File: config.mk
export PLATFORM = sky130hd
export DESIGN_NAME = pwm_cfg_scheduler
export DESIGN_NICKNAME = d
export VERILOG_FILES = /design/src/rtl/spi_reg_pkg.sv /design/src/rtl/pwm_cfg_scheduler.sv
export SDC_FILE = /design/constraint.sdc
export NUM_CORES = 1
export LEC_CHECK = 0
export CAP_MARGIN = 25
export CORE_UTILIZATION = 40
export DETAILED_ROUTE_END_ITERATION = 8
export DONT_BUFFER_PORTS = 1
export HOLD_SLACK_MARGIN = 0.15
export PLACE_DENSITY_LB_ADDON = 0.12
export REMOVE_ABC_BUFFERS = 1
export SKIP_CTS_REPAIR_TIMING = 1
export SLEW_MARGIN = 5
export SYNTH_ARGS = -nofsm -noshare
export SYNTH_HDL_FRONTEND = slang
export SYNTH_SLANG_ARGS = --single-unit
File: constraint.sdc
create_clock -name clk -period 2.9 [get_ports clk]
set_input_delay 0.58 -clock clk [delete_from_list [all_inputs] [get_ports clk]]
set_output_delay 0.58 -clock clk [all_outputs]
set_load 0.05 [all_outputs]
File: src/rtl/spi_reg_pkg.sv
// Shared register map, frame layout and FSM encoding for the SPI-to-PWM
// configuration path.
package spi_reg_pkg;

  // Register addresses carried in frame bits 14:8
  localparam logic [6:0] ADDR_EN_OUT_LO = 7'd0;
  localparam logic [6:0] ADDR_EN_OUT_HI = 7'd1;
  localparam logic [6:0] ADDR_EN_PWM_LO = 7'd2;
  localparam logic [6:0] ADDR_EN_PWM_HI = 7'd3;
  localparam logic [6:0] ADDR_PWM_DUTY  = 7'd4;
  localparam logic [6:0] MAX_ADDR       = 7'd4;

  // Frame field positions
  localparam int RW_BIT   = 15;
  localparam int ADDR_MSB = 14;
  localparam int ADDR_LSB = 8;
  localparam int DATA_MSB = 7;

  // Register bank shape: addresses 0..1 are always live, 2..4 may be staged
  localparam int NUM_REGS     = 5;
  localparam int FIRST_STAGED = 2;
  localparam int NUM_STAGED   = NUM_REGS - FIRST_STAGED;

  // Frame handling FSM
  localparam int          STATE_W   = 1;
  localparam logic [0:0]  ST_IDLE   = 1'b0;
  localparam logic [0:0]  ST_DECODE = 1'b1;

  // True when a decoded frame must be dropped (read, or address out of map)
  function automatic logic frame_is_bad(input logic rw, input logic [6:0] addr);
    return (!rw) || (addr > MAX_ADDR);
  endfunction

endpackage

File: src/rtl/pwm_cfg_scheduler.sv
// Register-update controller: takes SPI write frames, updates output-enable
// registers at once and holds PWM-affecting registers in a shadow bank until
// the next PWM period boundary (or a timeout) so a period never sees a
// half-applied configuration.
module pwm_cfg_scheduler
  import spi_reg_pkg::*;
#(
  parameter int SYNC_UPDATES   = 1,
  parameter int TIMEOUT_CYCLES = 65535,
  parameter int CNT_W          = 16
) (
  input  logic        clk,
  input  logic        rst_n,
  input  logic        frame_valid,
  input  logic [15:0] frame_data,
  output logic        frame_ready,
  input  logic        pwm_period_start,
  output logic [7:0]  en_reg_out_7_0,
  output logic [7:0]  en_reg_out_15_8,
  output logic [7:0]  en_reg_pwm_7_0,
  output logic [7:0]  en_reg_pwm_15_8,
  output logic [7:0]  pwm_duty_cycle,
  output logic        update_pending,
  output logic        frame_error
);

  localparam logic [CNT_W-1:0] TIMEOUT_VAL = CNT_W'(TIMEOUT_CYCLES);

  logic [STATE_W-1:0]    state_q, state_d;
  logic [15:0]           hold_q, hold_d;
  logic [7:0]            live_q   [NUM_REGS];
  logic [7:0]            live_d   [NUM_REGS];
  logic [7:0]            shadow_q [NUM_STAGED];
  logic [7:0]            shadow_d [NUM_STAGED];
  logic [NUM_STAGED-1:0] pending_q, pending_d;
  logic [CNT_W-1:0]      cnt_q, cnt_d;
  logic                  err_q, err_d;

  logic       hold_rw;
  logic [6:0] hold_addr;
  logic [7:0] hold_data;
  logic       timeout_hit;
  logic       commit;

  assign hold_rw   = hold_q[RW_BIT];
  assign hold_addr = hold_q[ADDR_MSB:ADDR_LSB];
  assign hold_data = hold_q[DATA_MSB:0];

  // A timeout of zero means "wait for a boundary forever"
  assign timeout_hit = (TIMEOUT_CYCLES != 0) && (cnt_q == TIMEOUT_VAL);
  assign commit      = (pending_q != '0) && (pwm_period_start || timeout_hit);

  // Frame FSM, commit of staged values and decode of the held frame
  always_comb begin
    state_d   = state_q;
    hold_d    = hold_q;
    err_d     = 1'b0;
    live_d    = live_q;
    shadow_d  = shadow_q;
    pending_d = pending_q;

    // Commit works from the pre-edge shadows/mask; a decode at the same edge
    // is applied afterwards so its staged write survives into the new mask.
    if (commit) begin
      for (int i = 0; i < NUM_STAGED; i++) begin
        if (pending_q[i]) begin
          live_d[FIRST_STAGED + i] = shadow_q[i];
        end
      end
      pending_d = '0;
    end

    case (state_q)
      ST_IDLE: begin
        if (frame_valid) begin
          hold_d  = frame_data;
          state_d = ST_DECODE;
        end
      end
      ST_DECODE: begin
        state_d = ST_IDLE;
        if (frame_is_bad(hold_rw, hold_addr)) begin
          err_d = 1'b1;
        end else begin
          for (int i = 0; i < FIRST_STAGED; i++) begin
            if (hold_addr == 7'(i)) begin
              live_d[i] = hold_data;
            end
          end
          for (int j = 0; j < NUM_STAGED; j++) begin
            if (hold_addr == 7'(FIRST_STAGED + j)) begin
              if (SYNC_UPDATES == 0) begin
                live_d[FIRST_STAGED + j] = hold_data;
              end else begin
                shadow_d[j]  = hold_data;
                pending_d[j] = 1'b1;
              end
            end
          end
        end
      end
      default: state_d = ST_IDLE;
    endcase
  end

  // Pending-age counter: runs only while something is staged, saturates
  always_comb begin
    cnt_d = cnt_q;
    if (commit || (pending_q == '0)) begin
      cnt_d = '0;
    end else if (cnt_q != '1) begin
      cnt_d = cnt_q + CNT_W'(1);
    end
  end

  // State registers; reset throws away any held frame and staged data
  always_ff @(posedge clk) begin
    if (!rst_n) begin
      state_q   <= ST_IDLE;
      hold_q    <= '0;
      pending_q <= '0;
      cnt_q     <= '0;
      err_q     <= 1'b0;
      for (int i = 0; i < NUM_REGS; i++) begin
        live_q[i] <= '0;
      end
      for (int j = 0; j < NUM_STAGED; j++) begin
        shadow_q[j] <= '0;
      end
    end else begin
      state_q   <= state_d;
      hold_q    <= hold_d;
      pending_q <= pending_d;
      cnt_q     <= cnt_d;
      err_q     <= err_d;
      for (int i = 0; i < NUM_REGS; i++) begin
        live_q[i] <= live_d[i];
      end
      for (int j = 0; j < NUM_STAGED; j++) begin
        shadow_q[j] <= shadow_d[j];
      end
    end
  end

  assign frame_ready     = (state_q == ST_IDLE);
  assign frame_error     = err_q;
  assign update_pending  = |pending_q;
  assign en_reg_out_7_0  = live_q[0];
  assign en_reg_out_15_8 = live_q[1];
  assign en_reg_pwm_7_0  = live_q[2];
  assign en_reg_pwm_15_8 = live_q[3];
  assign pwm_duty_cycle  = live_q[4];

endmodule

==> summary.txt <==
Timing
  • Clock skew: about 0.017 ns
  • Final hold vios: 0
  • Min Tclk post-route: roughly 2.1 ns
  • Max-slew headroom: about 40%
  • Fin crit share: around 73%
  • Worst-Margin Slew: 0.892 ns
  • TNS Setup: 0 ns
  • Max Fclk: between 400 and 500 MHz
  • Slew Viols, Final: 0
  • Setup-failing EPs final: 0
  • PnR worst setup slack: approximately 0.79 ns
  • RSZ-0062 raised after global routing: false

Placed design
  • # port buffers: 0
  • DP Worst Slack: 0.942 ns
  • RD Place Congestion: just under 0.8
  • Detailed Place HPWL: just under 7000 µm

Yosys
  • Cell taking the most area after synthesis: dfxtp_1
  • Synth cell types: 44
  • Post-Synthesis Cell Area: about 4400 µm²
  • Most used DFF post-synth: dfxtp_1
  • Ys async rst share: 0%
  • Largest cells by area after synthesis: dfxtp_1, mux2i_1, nand2_1
  • Syn. warnings: 0
  • Top-area cell type share of the netlist area: 45.9%
  • Synthesized flop and latch total: approximately 100
  • Post-synthesis cell count: roughly 500
  • Number of flops mapped to enable cells by yosys: 0
  • Synth Area per Inst: 8.77 µm²
  • Sequential cell area fraction in the yosys report: 45.9%

Die
  • Core ar.: about 11000 µm²
  • Initial Utilization: between 40% and 50%
  • Cell Rows: 37
  • Die Width: roughly 110 µm
  • Area of the die: ~11000 µm²
  • I/O pin count: 63
  • Die height: 107 µm

Drt
  • 1st-iter DRT viols: approximately 180
  • Wire per inst: 16.8 µm
  • DRT antenna net count: 0
  • Vias per cell: 5.67
  • 1st-pass router iterations: 4
  • DRC violations left: 0
  • Via count: ~3500
  • Total Wirelength: 10400 µm

Power
  • NetSw: between 500 and 600 µW
  • Switch share: 22.5%
  • Peak supply drop: 0.000303 V
  • Int Power: between 1500 and 2000 µW
  • Pwr per Cell Area: between 500 and 600 nW/µm²
  • Sequential share of power: approximately 57%
  • Comb power frac: ~3.1%
  • Static leakage: around 0.0016 µW
  • Clk pwr share: approximately two fifths

Final layout
  • Share of layout cells above drive strength 1: under 10%
  • Commonest non-fill, non-tap cells in the layout: dfxtp_1, nand2_1, nor2_1
  • Commonest non-fill, non-tap cell in the layout: dfxtp_1
  • P&R area growth vs syn: 6.56%
  • # diodes: 0
  • Layout Nets: 500

Clock tree
  • CTS H-Tree Depth: 3
  • Clk_lat worst skew: 0.37 ns
  • CTS clock-pin slew for the worst setup and hold paths: 0.11 ns
  • Root Buffer: clkbuf_8
  • Num CTS Buffers: 9
  • CTS tree: built
  • Clock Sinks: 101
  • Clock Path Buffers: 2

Min path
  • Min-delay worst type: in -> reg

GRT
  • First-pass GRT wire length: about 17000 µm
  • Met2 Use GR: approximately 28%
  • Met1 Track Usage GR: 27.0%
  • Grt ovf: 0
  • Vias in the first global route: ~3200
  • Most used routing layer in global routing: met2
  • Initial antenna violation count: 0
  • Routing usage on met3: under 10%
  • Largest net degree at the start of global routing: 77
  • Gr usage total: approximately a fifth

Worst setup path
  • Crit. End Element: output pin
  • CP Class: reg -> out
  • Startpoint types: flop
  • Worst Path Arrival: between 1.5 and 2 ns
  • Crit path max fanout: 26
  • Worst reg-to-reg setup slack: 0.93 ns
  • Critical Path RT: between 2 and 2.5 ns

Outcome
  • Status: complete, no violations

Job
  • Max Cap Viol: 0
[critical path, cell delays in order, from the launching register on]
cell and delay [ns]:
dfxtp_1 0.31, buf_4 0.20, or3_1 0.43, buf_4 0.21
[power by group through the flow]
stage | sequential, µW | clock, µW | combinational (µW)
CTS | 1430 | 1040 | 76.8
floorplan | 1450 | 0 | 54.6
global placement | 1460 | 0 | 75.4
global route | 1430 | 1100 | 86.3
finish | 1420 | 1000 | 76.6
detailed placement | 1460 | 0 | 76.6
[final timing paths]
| check | cells past startpoint | from | end |
|---|---|---|---|
| setup / recovery | 3 | pending_q[0]$_SDFF_PN0_ | update_pending |
| hold / removal | 2 | frame_data[2] | hold_q[2]$_SDFFE_PN0P_ |
| setup reg to reg | 7 | cnt_q[0]$_SDFFE_PP0N_ | pwm_duty_cycle[6]$_SDFFE_PN0P_ |
| hold reg to reg | 1 | cnt_q[0]$_SDFFE_PP0N_ | cnt_q[0]$_SDFFE_PP0N_ |
[final cells by class]
class / instances / area, µm²
fillers: 1021 / 5810
multi-input cells: 353 / 2190
flip-flops and latches: 101 / 2020
well taps: 136 / 170
clock buffers: 11 / 141
clock inverters: 5 / 82.6
repair buffers: 10 / 75.1
inverters: 4 / 15.0
[per-stage QoR]
stage          std cells  area, µm²  hold slack, ns  total power [µW]  utilization, %
3_3_place_gp         604       4470           0.440              1530            42.6
3_5_place_dp         604       4470           0.449              1530            42.6
4_1_cts              620       4700           0.311              2540            44.7
2_1_floorplan        458       4230           0.426              1500               -
5_1_grt              620       4700           0.320              2610            44.7
6_report             620       4700           0.338              2500            44.7
[cells in the mapped netlist, types with 2 or more instances]
| library cell | number |
|---|---|
| nand3_1 | 23 |
| nor2b_1 | 4 |
| nor3_1 | 3 |
| dfxtp_1 | 101 |
| and4_1 | 2 |
| nand3b_1 | 24 |
| buf_1 | 4 |
| xnor2_1 | 3 |
| xor2_1 | 3 |
| nor4_1 | 3 |
| o211ai_1 | 24 |
| nor2_1 | 37 |
| nor3b_1 | 25 |
| a31oi_1 | 25 |
| nand4_1 | 31 |
| buf_2 | 8 |
| o21ai_0 | 19 |
| a211oi_1 | 2 |
| inv_1 | 4 |
| o31ai_1 | 3 |
| or4_1 | 3 |
| a21oi_1 | 20 |
| nand2_1 | 52 |
| mux2i_1 | 25 |
| clkbuf_1 | 32 |
| and2_1 | 3 |
| or3_1 | 2 |
| o22ai_1 | 2 |
[flip-flops by register name, indices dropped and copies added, names as in the netlist, 3 cells and up]
name and count:
hold_q 16, cnt_q 16, en_reg_pwm_15_8 8, pending_q 3
en_reg_pwm_7_0 8, pwm_duty_cycle 8, en_reg_out_7_0 8, en_reg_out_15_8 8
shadow_q 24
[metal layers]
metal  share of wire (%)  wire (µm)
met1                  50       5240
met2                  44       4550
met3                 4.2        442
met4                 1.6        168
met5                   0          0
[cell families (layout without fill, tap and decap cells)]
family                   after synthesis  in the layout  share of synthesized area, %
AND/OR/NAND/NOR                      223            223                          28.7
flip-flops                           101            101                          45.9
AO/OA/AOI/OAI                         97             97                          13.6
buffers and inverters                 49             30                          4.43
multiplexers                          26             26                          5.93
XOR/XNOR                               6              6                          1.19
adder cells (fa/ha/maj)                1              1                         0.284
No activity file was read; power rests on OpenSTA's default activity.
==> edit 1, RTL diff (same flow settings) <==
Change the parameter `SYNC_UPDATES` from 1 to 0.
--- a/src/rtl/pwm_cfg_scheduler.sv
+++ b/src/rtl/pwm_cfg_scheduler.sv
@@ -5,7 +5,7 @@
 module pwm_cfg_scheduler
   import spi_reg_pkg::*;
 #(
-  parameter int SYNC_UPDATES   = 1,
+  parameter int SYNC_UPDATES   = 0,
   parameter int TIMEOUT_CYCLES = 65535,
   parameter int CNT_W          = 16
 ) (
Formal check against the unedited RTL: not equivalent (Yosys sat finds a counterexample within 4 cycles, from zero or initial values and one cycle with rst_n low).
==> edit 1 against the unedited design <==
Register-to-register slack better by 0.18 ns; final area fell by 48%; synthesized cell count decreased by 55%; first-iteration DRC count is 72% lower; routed wire length fell by 55%; sequential cell count is 43 lower; total power is 32% lower; setup slack better by 0.32 ns; area after synthesis decreased by 50%; core utilization rose by 2.2 points; critical endpoint is now en_reg_pwm_7_0[1]; highest routed layer unchanged.
==> edit 1: results (changes against the unedited design) <==
Adder-Cell Fraction of Synth Area=0% (-0.28 points); synth cell count leaders=81 x nand2_1, 58 x dfxtp_1, 40 x mux2i_1; WL/cell=15.8 µm (-6.0%); gpl congestion=0.777 (-1.1%); # fillers=518 (-49%); outcome=complete, no violations; via/cell ratio=4.98 (-12%); initial DRC count=50 (-72%); post-synth cell types=24 (-45%); Min Hold Slack=0.379 ns (+0.0416 ns); placed inst area=0.00222 mm² (-50%); DRT Wirelength=4720 µm (-55%); share of cells above drive strength 1=8.73% (+1.9 points); GRT Resource Usage Total=17.8% (-1.4 points); leakage power=1.06 nW (-33%); FF-to-FF End=en_reg_pwm_7_0[1]; vias in the first global route=1544 (-52%); Gate Count Post-Synth=227 (-55%); mux contribution to synthesized area=18.1% (+12 points); CP Data Arrival Time=2.03 ns (+0.50 ns); first-pass GRT wire length=7720 µm (-54%); post-synthesis sequential area ratio=52.6% (+6.7 points); VDD IR max=0.248 mV (-18%); area grow syn2layout=10.6%; R2R Path Start=hold_q[14]; R2R cell count=3 (-4); Area contributors post-synth=dfxtp_1 53%, mux2i_1 18%, nand2_1 14%, a21boi_0 5.1%, clkbuf_1 1.2%; worst-case hold path end point=hold_q[10]; dpl cells=283 (-53%); nets=244 (-51%); Worst-path clk slew=0.07 ns (-0.04 ns)
edit 1: cell count changes in the layout (fill, tap and decap cells not counted), moves of 9 or more:
cell,unedited run,this run
buf_4,10,1
a31oi_1,25,1
nand3b_1,24,0
nand3_1,23,0
nand4_1,31,0
nor3b_1,25,0
mux2i_1,25,40
nor2_1,37,2
dfxtp_1,101,58
nand2_1,52,81
o211ai_1,24,0
o21ai_0,19,1
a21boi_0,0,15
a21oi_1,20,0
edit 1: layer usage:
metal | track usage [%] | wire, µm
met5 | 0 | 0
met4 | 12.7 | 155
met3 | 6.95 | 371
met2 | 28.9 | 2230
met1 | 18.9 | 1970
edit 1: area by class of cell:
type                       instances  area share (%)
clock buffer                      11            5.79
clock inverter                     5            3.18
inverter                           1           0.154
multi-input combinational        153            39.4
sequential                        58            47.5
tap                               70            3.59
timing repair buffer               1           0.307
edit 1: how the worst max path moves through the flow:
stage	endpoint	slack, ns	cells past startpoint
finish	en_reg_pwm_7_0[1]	1.11	3
global route	en_reg_out_15_8[6]	0.89	3
CTS	en_reg_pwm_7_0[1]	1.02	3
detailed placement	en_reg_pwm_7_0[1]	1.03	3
global placement	en_reg_out_15_8[1]	1.17	3
floorplan	hold_q[0]	1.42	3
edit 1: critical path, stage by stage, from the launching register on:
cell,delay (ns)
dfxtp_1,0.35
nor4b_4,0.37
nand4b_1,0.59
mux2i_1,0.39
edit 1: logic make-up (layout without fill, tap and decap cells):
| kind of cell | count (synthesis) | in the layout |
|---|---|---|
| other cells | 1 | 1 |
| compound gates | 18 | 18 |
| flops | 58 | 58 |
| mux | 40 | 40 |
| simple gates | 94 | 94 |
| buf+inv | 16 | 18 |
edit 1: power breakdown:
part	leakage, nW	internal [mW]	switching [mW]
combinational	0.482	0.0199	0.0332
clock	0.109	0.504	0.312
sequential	0.470	0.811	0.0153
==> edit 2, RTL diff (same flow settings) <==
Without the edit above. Make the reset (`rst_n`) asynchronous in one clocked block.
--- a/src/rtl/pwm_cfg_scheduler.sv
+++ b/src/rtl/pwm_cfg_scheduler.sv
@@ -114,7 +114,7 @@
   end
 
   // State registers; reset throws away any held frame and staged data
-  always_ff @(posedge clk) begin
+  always_ff @(posedge clk or negedge rst_n) begin
     if (!rst_n) begin
       state_q   <= ST_IDLE;
       hold_q    <= '0;
Behaviour: differs if rst_n is asserted again (counterexample within 4 cycles, from zero or initial values and one cycle with rst_n low); with rst_n held inactive, the same outputs for 4 cycles.
==> edit 2 against the unedited design <==
The flow now finishes with violations (hold timing); setup slack got worse by 0.31 ns; critical path depth rose by 2; area after synthesis fell by 9.1%; clock skew fell by 0.0038 ns; count of clock-buffer cells in the layout did not move; critical endpoint is now pwm_duty_cycle[7]; cell count fell by 33%; total power rose by 8.7%; sequential cell count did not move; routed wire length fell by 28%; final area fell by 7.2%.
==> edit 2: results (changes against the unedited design) <==
multi-input logic portion of the cell area=32.7% (-14 points); r2r setup slk=0.48 ns (-0.45 ns); share of cells above drive strength 1=37.7% (+31 points); Hold WC Path Type=input pin to asynchronous set/reset pin; WL/cell=18.0 µm (+7.3%); Internal=2.01 mW (+3.5%); met3 Use GR=8.21% (+4.3 points); outcome=complete, but fails checks; Min Hold Slack=-0.104 ns (-0.441 ns); WL met3=586 µm (+33%); Fin. Hold Viols=101 (+101); post-DP HPWL=4850 µm (-28%); largest net degree at the start of global routing=102 (+32%); met2 wire length=3390 µm (-26%); initial DRC count=60 (-66%); Gate Count Post-Synth=269 (-47%); comb_multi_in=156 (-56%); post-synthesis sequential area ratio=63.0% (+17 points); failing checks=hold timing; GRT Resource Usage Total=16.1% (-3.1 points); dpl cells=399 (-34%); total clock network power=0.909 mW (-9%); R2R cell count=5 (-2); worst slew pin tran=0.588 ns (-0.304 ns); mux contribution to synthesized area=22.5% (+17 points); vias in the first global route=2221 (-31%); met2 GRT Util=24.1% (-4.4 points)
-- edit 2: changes by cell type in the layout (fill, tap and decap cells not counted), moves of 25 or more --
cell	change
a31oi_1	-25
nor3b_1	-25
dfxtp_1	-101
dfrtp_1	+101
nand2_1	-49
mux2_2	+79
mux2i_1	-25
nand4_1	-28
-- edit 2: worst max path at each step --
stage                  start                end  slack (ns)  depth (start not counted)
floorplan           cnt_q[0]  pwm_duty_cycle[0]        0.92                          5
global placement    cnt_q[0]  pwm_duty_cycle[5]        0.56                          5
detailed placement  cnt_q[0]  pwm_duty_cycle[5]        0.47                          5
CTS                 cnt_q[0]  pwm_duty_cycle[7]        0.46                          5
global route        cnt_q[0]  pwm_duty_cycle[7]        0.21                          5
finish              cnt_q[0]  pwm_duty_cycle[7]        0.48                          5
-- edit 2: worst max-delay path, cell delays in order, from the launching register on --
cell and delay [ns]:
dfrtp_1 0.39, ha_1 0.21, nand3_1 0.20, o41ai_1 0.65, and2_1 0.47, mux2_2 0.38
